$ cat config.mk
export PLATFORM = sky130hd
export DESIGN_NAME = bp_btb
export DESIGN_NICKNAME = d
export VERILOG_FILES = /design/src/rtl/bp_btb_pkg.sv /design/src/rtl/bp_btb_sat_ctr.sv /design/src/rtl/bp_btb.sv
export SDC_FILE = /design/constraint.sdc
export NUM_CORES = 1
export LEC_CHECK = 0
export ABC_AREA = 0
export CORE_ASPECT_RATIO = 1.5
export CORE_MARGIN = 3
export CORE_UTILIZATION = 61
export DETAILED_ROUTE_END_ITERATION = 16
export GPL_TIMING_DRIVEN = 1
export PLACE_DENSITY = 0.79
export SYNTH_ARGS = -nofsm -noshare
export SYNTH_HDL_FRONTEND = slang
export SYNTH_SLANG_ARGS = --single-unit
$ cat constraint.sdc
create_clock -name clk -period 7.2 [get_ports clk]
set_input_delay 1.44 -clock clk [delete_from_list [all_inputs] [get_ports clk]]
set_output_delay 1.44 -clock clk [all_outputs]
set_load 0.05 [all_outputs]
$ cat src/rtl/bp_btb_pkg.sv
// Shared branch-predictor types, sizing constants and the 2-bit saturating counter rule.
package bp_btb_pkg;

  localparam int unsigned XLEN         = 32;
  localparam int unsigned BTB_ENTRIES  = 16;
  localparam int unsigned BTB_IDX_BITS = $clog2(BTB_ENTRIES);
  localparam int unsigned BTB_TAG_BITS = XLEN - BTB_IDX_BITS - 2;

  typedef enum logic [1:0] {
    SNT = 2'b00,
    WNT = 2'b01,
    WT  = 2'b10,
    ST  = 2'b11
  } bp_ctr_e;

  typedef struct packed {
    logic                    valid;
    logic [BTB_TAG_BITS-1:0] tag;
    logic [XLEN-1:0]         target;
    bp_ctr_e                 ctr;
  } btb_entry_t;

  // Saturating step: taken moves toward ST, not-taken toward SNT.
  function automatic logic [1:0] ctr_next(input logic [1:0] ctr, input logic taken);
    logic [1:0] res;
    res = ctr;
    if (taken) begin
      if (ctr != 2'(ST)) res = 2'(ctr + 2'd1);
    end else begin
      if (ctr != 2'(SNT)) res = 2'(ctr - 2'd1);
    end
    return res;
  endfunction

endpackage

$ cat src/rtl/bp_btb_sat_ctr.sv
// 2-bit saturating counter next-state logic; reusable by other direction predictors.
module bp_sat_ctr
  import bp_btb_pkg::*;
(
  input  logic [1:0] i_ctr,
  input  logic       i_taken,
  output logic [1:0] o_next_c
);

  always_comb begin
    o_next_c = ctr_next(i_ctr, i_taken);
  end

endmodule

$ cat src/rtl/bp_btb.sv
// Direct-mapped tagged BTB with bimodal counters: zero-latency lookup, registered update.
// Optional perf counters enabled by defining BTB_PERF_EN.
module bp_btb
  import bp_btb_pkg::*;
#(
  parameter int unsigned ENTRIES = BTB_ENTRIES
) (
  input  logic            clk,
  input  logic            reset,
  input  logic            lookup_valid,
  input  logic [XLEN-1:0] lookup_pc,
  output logic            predict_taken,
  output logic [XLEN-1:0] predict_target,
  input  logic            update_valid,
  input  logic [XLEN-1:0] update_pc,
  input  logic            update_taken,
  input  logic [XLEN-1:0] update_target,
  input  logic            update_mispredict,
`ifdef BTB_PERF_EN
  output logic [31:0]     perf_lookups,
  output logic [31:0]     perf_hits,
  output logic [31:0]     perf_mispredicts,
`endif
  input  logic            flush
);

  localparam int unsigned IDX_BITS = $clog2(ENTRIES);
  localparam int unsigned TAG_BITS = XLEN - IDX_BITS - 2;

  logic                r_valid  [ENTRIES];
  logic [TAG_BITS-1:0] r_tag    [ENTRIES];
  logic [XLEN-1:0]     r_target [ENTRIES];
  logic [1:0]          r_ctr    [ENTRIES];

  logic [IDX_BITS-1:0] w_lu_idx;
  logic [TAG_BITS-1:0] w_lu_tag;
  logic [IDX_BITS-1:0] w_up_idx;
  logic [TAG_BITS-1:0] w_up_tag;
  logic                w_lu_hit;
  logic                w_up_hit;
  logic [1:0]          w_ctr_next;
  logic [3:0]          w_unused_pc_lsbs;

  assign w_lu_idx = lookup_pc[IDX_BITS+1:2];
  assign w_lu_tag = lookup_pc[XLEN-1:IDX_BITS+2];
  assign w_up_idx = update_pc[IDX_BITS+1:2];
  assign w_up_tag = update_pc[XLEN-1:IDX_BITS+2];
  assign w_unused_pc_lsbs = {lookup_pc[1:0], update_pc[1:0]};

  // Lookup reads pre-update state; a same-cycle update is not bypassed.
  assign w_lu_hit       = lookup_valid && r_valid[w_lu_idx] && (r_tag[w_lu_idx] == w_lu_tag);
  assign predict_taken  = w_lu_hit && r_ctr[w_lu_idx][1];
  assign predict_target = predict_taken ? r_target[w_lu_idx] : '0;

  assign w_up_hit = r_valid[w_up_idx] && (r_tag[w_up_idx] == w_up_tag);

  bp_sat_ctr u_sat_ctr (
    .i_ctr    (r_ctr[w_up_idx]),
    .i_taken  (update_taken),
    .o_next_c (w_ctr_next)
  );

  // Priority: reset, then flush, then update.
  always_ff @(posedge clk) begin
    if (reset) begin
      for (int i = 0; i < ENTRIES; i++) begin
        r_valid[i] <= 1'b0;
        r_ctr[i]   <= 2'(WNT);
      end
    end else if (flush) begin
      for (int i = 0; i < ENTRIES; i++) begin
        r_valid[i] <= 1'b0;
      end
    end else if (update_valid) begin
      if (w_up_hit) begin
        r_ctr[w_up_idx] <= w_ctr_next;
        if (update_taken) r_target[w_up_idx] <= update_target;
      end else if (update_taken) begin
        r_valid[w_up_idx]  <= 1'b1;
        r_tag[w_up_idx]    <= w_up_tag;
        r_target[w_up_idx] <= update_target;
        r_ctr[w_up_idx]    <= 2'(WT);
      end
    end
  end

`ifdef BTB_PERF_EN
  logic [31:0] r_perf_lookups;
  logic [31:0] r_perf_hits;
  logic [31:0] r_perf_mispredicts;

  // Free-running event counters; wrap naturally and survive flush.
  always_ff @(posedge clk) begin
    if (reset) begin
      r_perf_lookups     <= '0;
      r_perf_hits        <= '0;
      r_perf_mispredicts <= '0;
    end else begin
      if (lookup_valid) r_perf_lookups <= 32'(r_perf_lookups + 32'd1);
      if (w_lu_hit)     r_perf_hits    <= 32'(r_perf_hits + 32'd1);
      if (update_valid && update_mispredict)
        r_perf_mispredicts <= 32'(r_perf_mispredicts + 32'd1);
    end
  end

  assign perf_lookups     = r_perf_lookups;
  assign perf_hits        = r_perf_hits;
  assign perf_mispredicts = r_perf_mispredicts;
`else
  logic w_unused_mispredict;
  assign w_unused_mispredict = update_mispredict;
`endif

endmodule

==> metrics.txt <==
MaxCap Viol Count=0; fillers=slightly above 4000; DRT iter0 DRCs=around 2900; Global Route Usage Sum=30.9%; met3 usage=5.25%; sequential area share after synthesis=between 60 and 70%; Synth Area in XOR/XNOR=1.31%; Vias/cell=between 7 and 8; FP Rows=~120; fin area=around 0.048 mm^2; Pre-antenna DRT Iters=5; FF-to-FF End=r_tag[3][2]$_DFFE_PP_; Max FO, Critical Path=33; VDD IR-drop max=between 0.2 and 0.3 mV; num ports=136; Clock Latency Late Sink=between 0.6 and 0.7 ns; Tightest Pin Transition=1.25 ns; Starting Density=a little over 60%; crit path time final=just under 7 ns; Rel. slew slack=15.9%; Post-synth EDFFs=between 900 and 1000; DP Area=approximately 0.045 mm^2; Synth Area in Adders=0%; largest family of logic cells by synthesized area=multiplexers; Power Density=around 250 mW/mm^2; Syn Area/Cell=between 20 and 25 um^2; Num CTS Buffers=86; total setup buffers inserted after CTS=0; DP Cell Count=approximately 3000; Pwr Total=11.8 mW; path type of the worst setup path=primary input to output pin; die area=~0.072 mm^2; post-synthesis compound-gate area fraction=between 2 and 3%; crit path from=lookup_pc[2]; worst hold path class=flip-flop to flip-flop; share of cells above drive strength 1=around 30%; area of the multi-input gates=between 0.01 and 0.015 mm^2; final hold vios=0; Max Root-Sink Buffers=3; post-route setup TNS=0 ns; # setup viols final=0; Core ar.=just under 0.07 mm^2; grt total ovfl=0; Non-Filler Instances=roughly 3200; Post-Syn Nets=2131; port buffer count=130; largest net degree at the start of global routing=71; gpl congestion=around 0.86; Clock Root Buffer=clkbuf_16; Worst EP required=around 5.8 ns; Netlist Area Pre-Place=around 0.042 mm^2; GR Util met2=52.8%; H-tree depth=3; setup repair after global routing missed its margin=false; vias in the first global route=between 20000 and 25000; simple-gate share of the synthesized area=around 2.6%; worst r2r src=r_tag[4][16]$_DFFE_PP_; f_max=~0.14 GHz; Die Wd=221 um; Setup crit start kind=primary input; Yosys top cell by area=edfxtp_1; Worst Setup EP=predict_target[24]; Synth async-reset ratio=0%; dominant synthesized flop cell=edfxtp_1; routed len/inst=about 34 um; Ys Warns=0; Area contributors post-synth=edfxtp_1 68%, mux4_2 19%, mux2i_1 2.1%; global routing's busiest layer=met2; dpl ws=around 0.13 ns; clk_skew=roughly 0.025 ns; M1 GR Usage=a little under two fifths; Storage cell area=between 0.02 and 0.03 mm^2; first-pass GRT wire length=roughly 160000 um; final worst hold slack=around 0.48 ns; clock sink count=a little under 1000; ANT nets after route=0; via count=approximately 22000; top cell type's share of synthesized area=between 60% and 70%; most frequent cells after synthesis=960 x edfxtp_1, 359 x mux4_2, 90 x mux2i_1, 57 x nand2_1, 48 x buf_2; FF-to-FF setup slack=3.22 ns; Final Cycle Share=between 90% and 100%; most frequent cell after synthesis=edfxtp_1; Crit. End Element=output pin; Syn Inst Count=roughly 2000; antenna violations before repair=5; final core occ=a little over two thirds; Post-route DRC=0; area added between synthesis and finish=13.6%; final wirelength=approximately 110000 um; synthesized flop and latch total=976; Worst Slack Setup Final=between 0.2 and 0.3 ns; R2R cell count=10; Slew Viols, Final=0; nets=2303; Reg clk slew, reported paths=0.06 ns; TritonCTS clock tree=built; Die Y=328 um; synth unique cells=between 60 and 70; Leak=roughly 15 nW; post-synthesis mux area share=~23%; status=finished clean; Crit path arrival time=around 5.5 ns; hpwl dp=63400 um
[state kept, by name (all words and copies together), names as in the netlist]
signal and cells:
r_ctr 32, r_tag 416, r_target 512, r_valid 16
[layer usage]
metal / share of wire, % / vias up
met5: 0.038 / -
met4: 5.9 / 6
met3: 8.2 / 346
met2: 53 / 1391
met1: 33 / 11759
li1: - / 8996
[cell families after synthesis]
group	after synthesis
muxes	485
and+or+nand+nor	209
xor gates and xnor gates	63
buffers and inverters	139
DFF	976
AOI/OAI and AO/OA	156
[where the power goes]
group          switching [mW]  leakage (nW)  internal [mW]
Clock                    2.04          1.38           2.66
Sequential             0.0113          8.75           6.26
Combinational           0.431          4.96          0.353
[placed cells by master (no fill, tap or decap), drive strengths merged, types with 11 or more instances in the layout]
master         instances
clkdlybuf4s50         89
o311ai                16
nor2                  32
inv                   11
bufinv                11
o21bai                16
mux2i                 90
dfxtp                 16
a22oi                 14
clkbuf               108
o21ai                 19
xor2                  33
nor3                  21
buf                  123
mux2                  28
nand3                 16
mux4                 367
o31ai                 12
nor2b                 36
o22ai                 16
xnor2                 30
clkinv                34
edfxtp               960
nand2                 57
a31oi                 20
[cell type report]
| type | count | area share [%] |
|---|---|---|
| Sequential cell | 976 | 60.8 |
| Multi-Input combinational cell | 913 | 26.0 |
| Timing Repair Buffer | 213 | 4.81 |
| Clock buffer | 107 | 4.79 |
| Tap cell | 892 | 2.33 |
| Clock inverter | 49 | 1.13 |
| Inverter | 10 | 0.0783 |
| Antenna cell | 3 | 0.0157 |
[worst max-delay path: stages]
cell and delay [ns]:
buf_8 0.27, buf_12 0.26, mux4_2 0.53, mux4_2 0.49, xor2_1 0.17, nor4_2 0.64, buf_4 0.22, nand2_1 0.08
or4_4 0.78, nor2b_1 0.34, buf_12 0.18
[worst min path at each step]
stage / start / endpoint / slack (ns) / cells after the start
detailed placement: r_valid[15]$_DFF_P_ / r_valid[15]$_DFF_P_ / 0.47 / 2
CTS: r_valid[15]$_DFF_P_ / r_valid[15]$_DFF_P_ / 0.48 / 2
floorplan: r_valid[11]$_DFF_P_ / r_valid[11]$_DFF_P_ / 0.44 / 2
global route: r_valid[13]$_DFF_P_ / r_valid[13]$_DFF_P_ / 0.51 / 2
global placement: r_valid[14]$_DFF_P_ / r_valid[14]$_DFF_P_ / 0.46 / 2
finish: r_valid[15]$_DFF_P_ / r_valid[15]$_DFF_P_ / 0.48 / 2
[what timing repair did]
action | 4_1_cts | 5_1_grt
resized for setup | 0 | 1
endpoints found under the setup margin | 0 | 32
hold buffers | 0 | 0
endpoints found under the hold margin | 0 | 0
No activity file was read; power rests on OpenSTA's default activity.
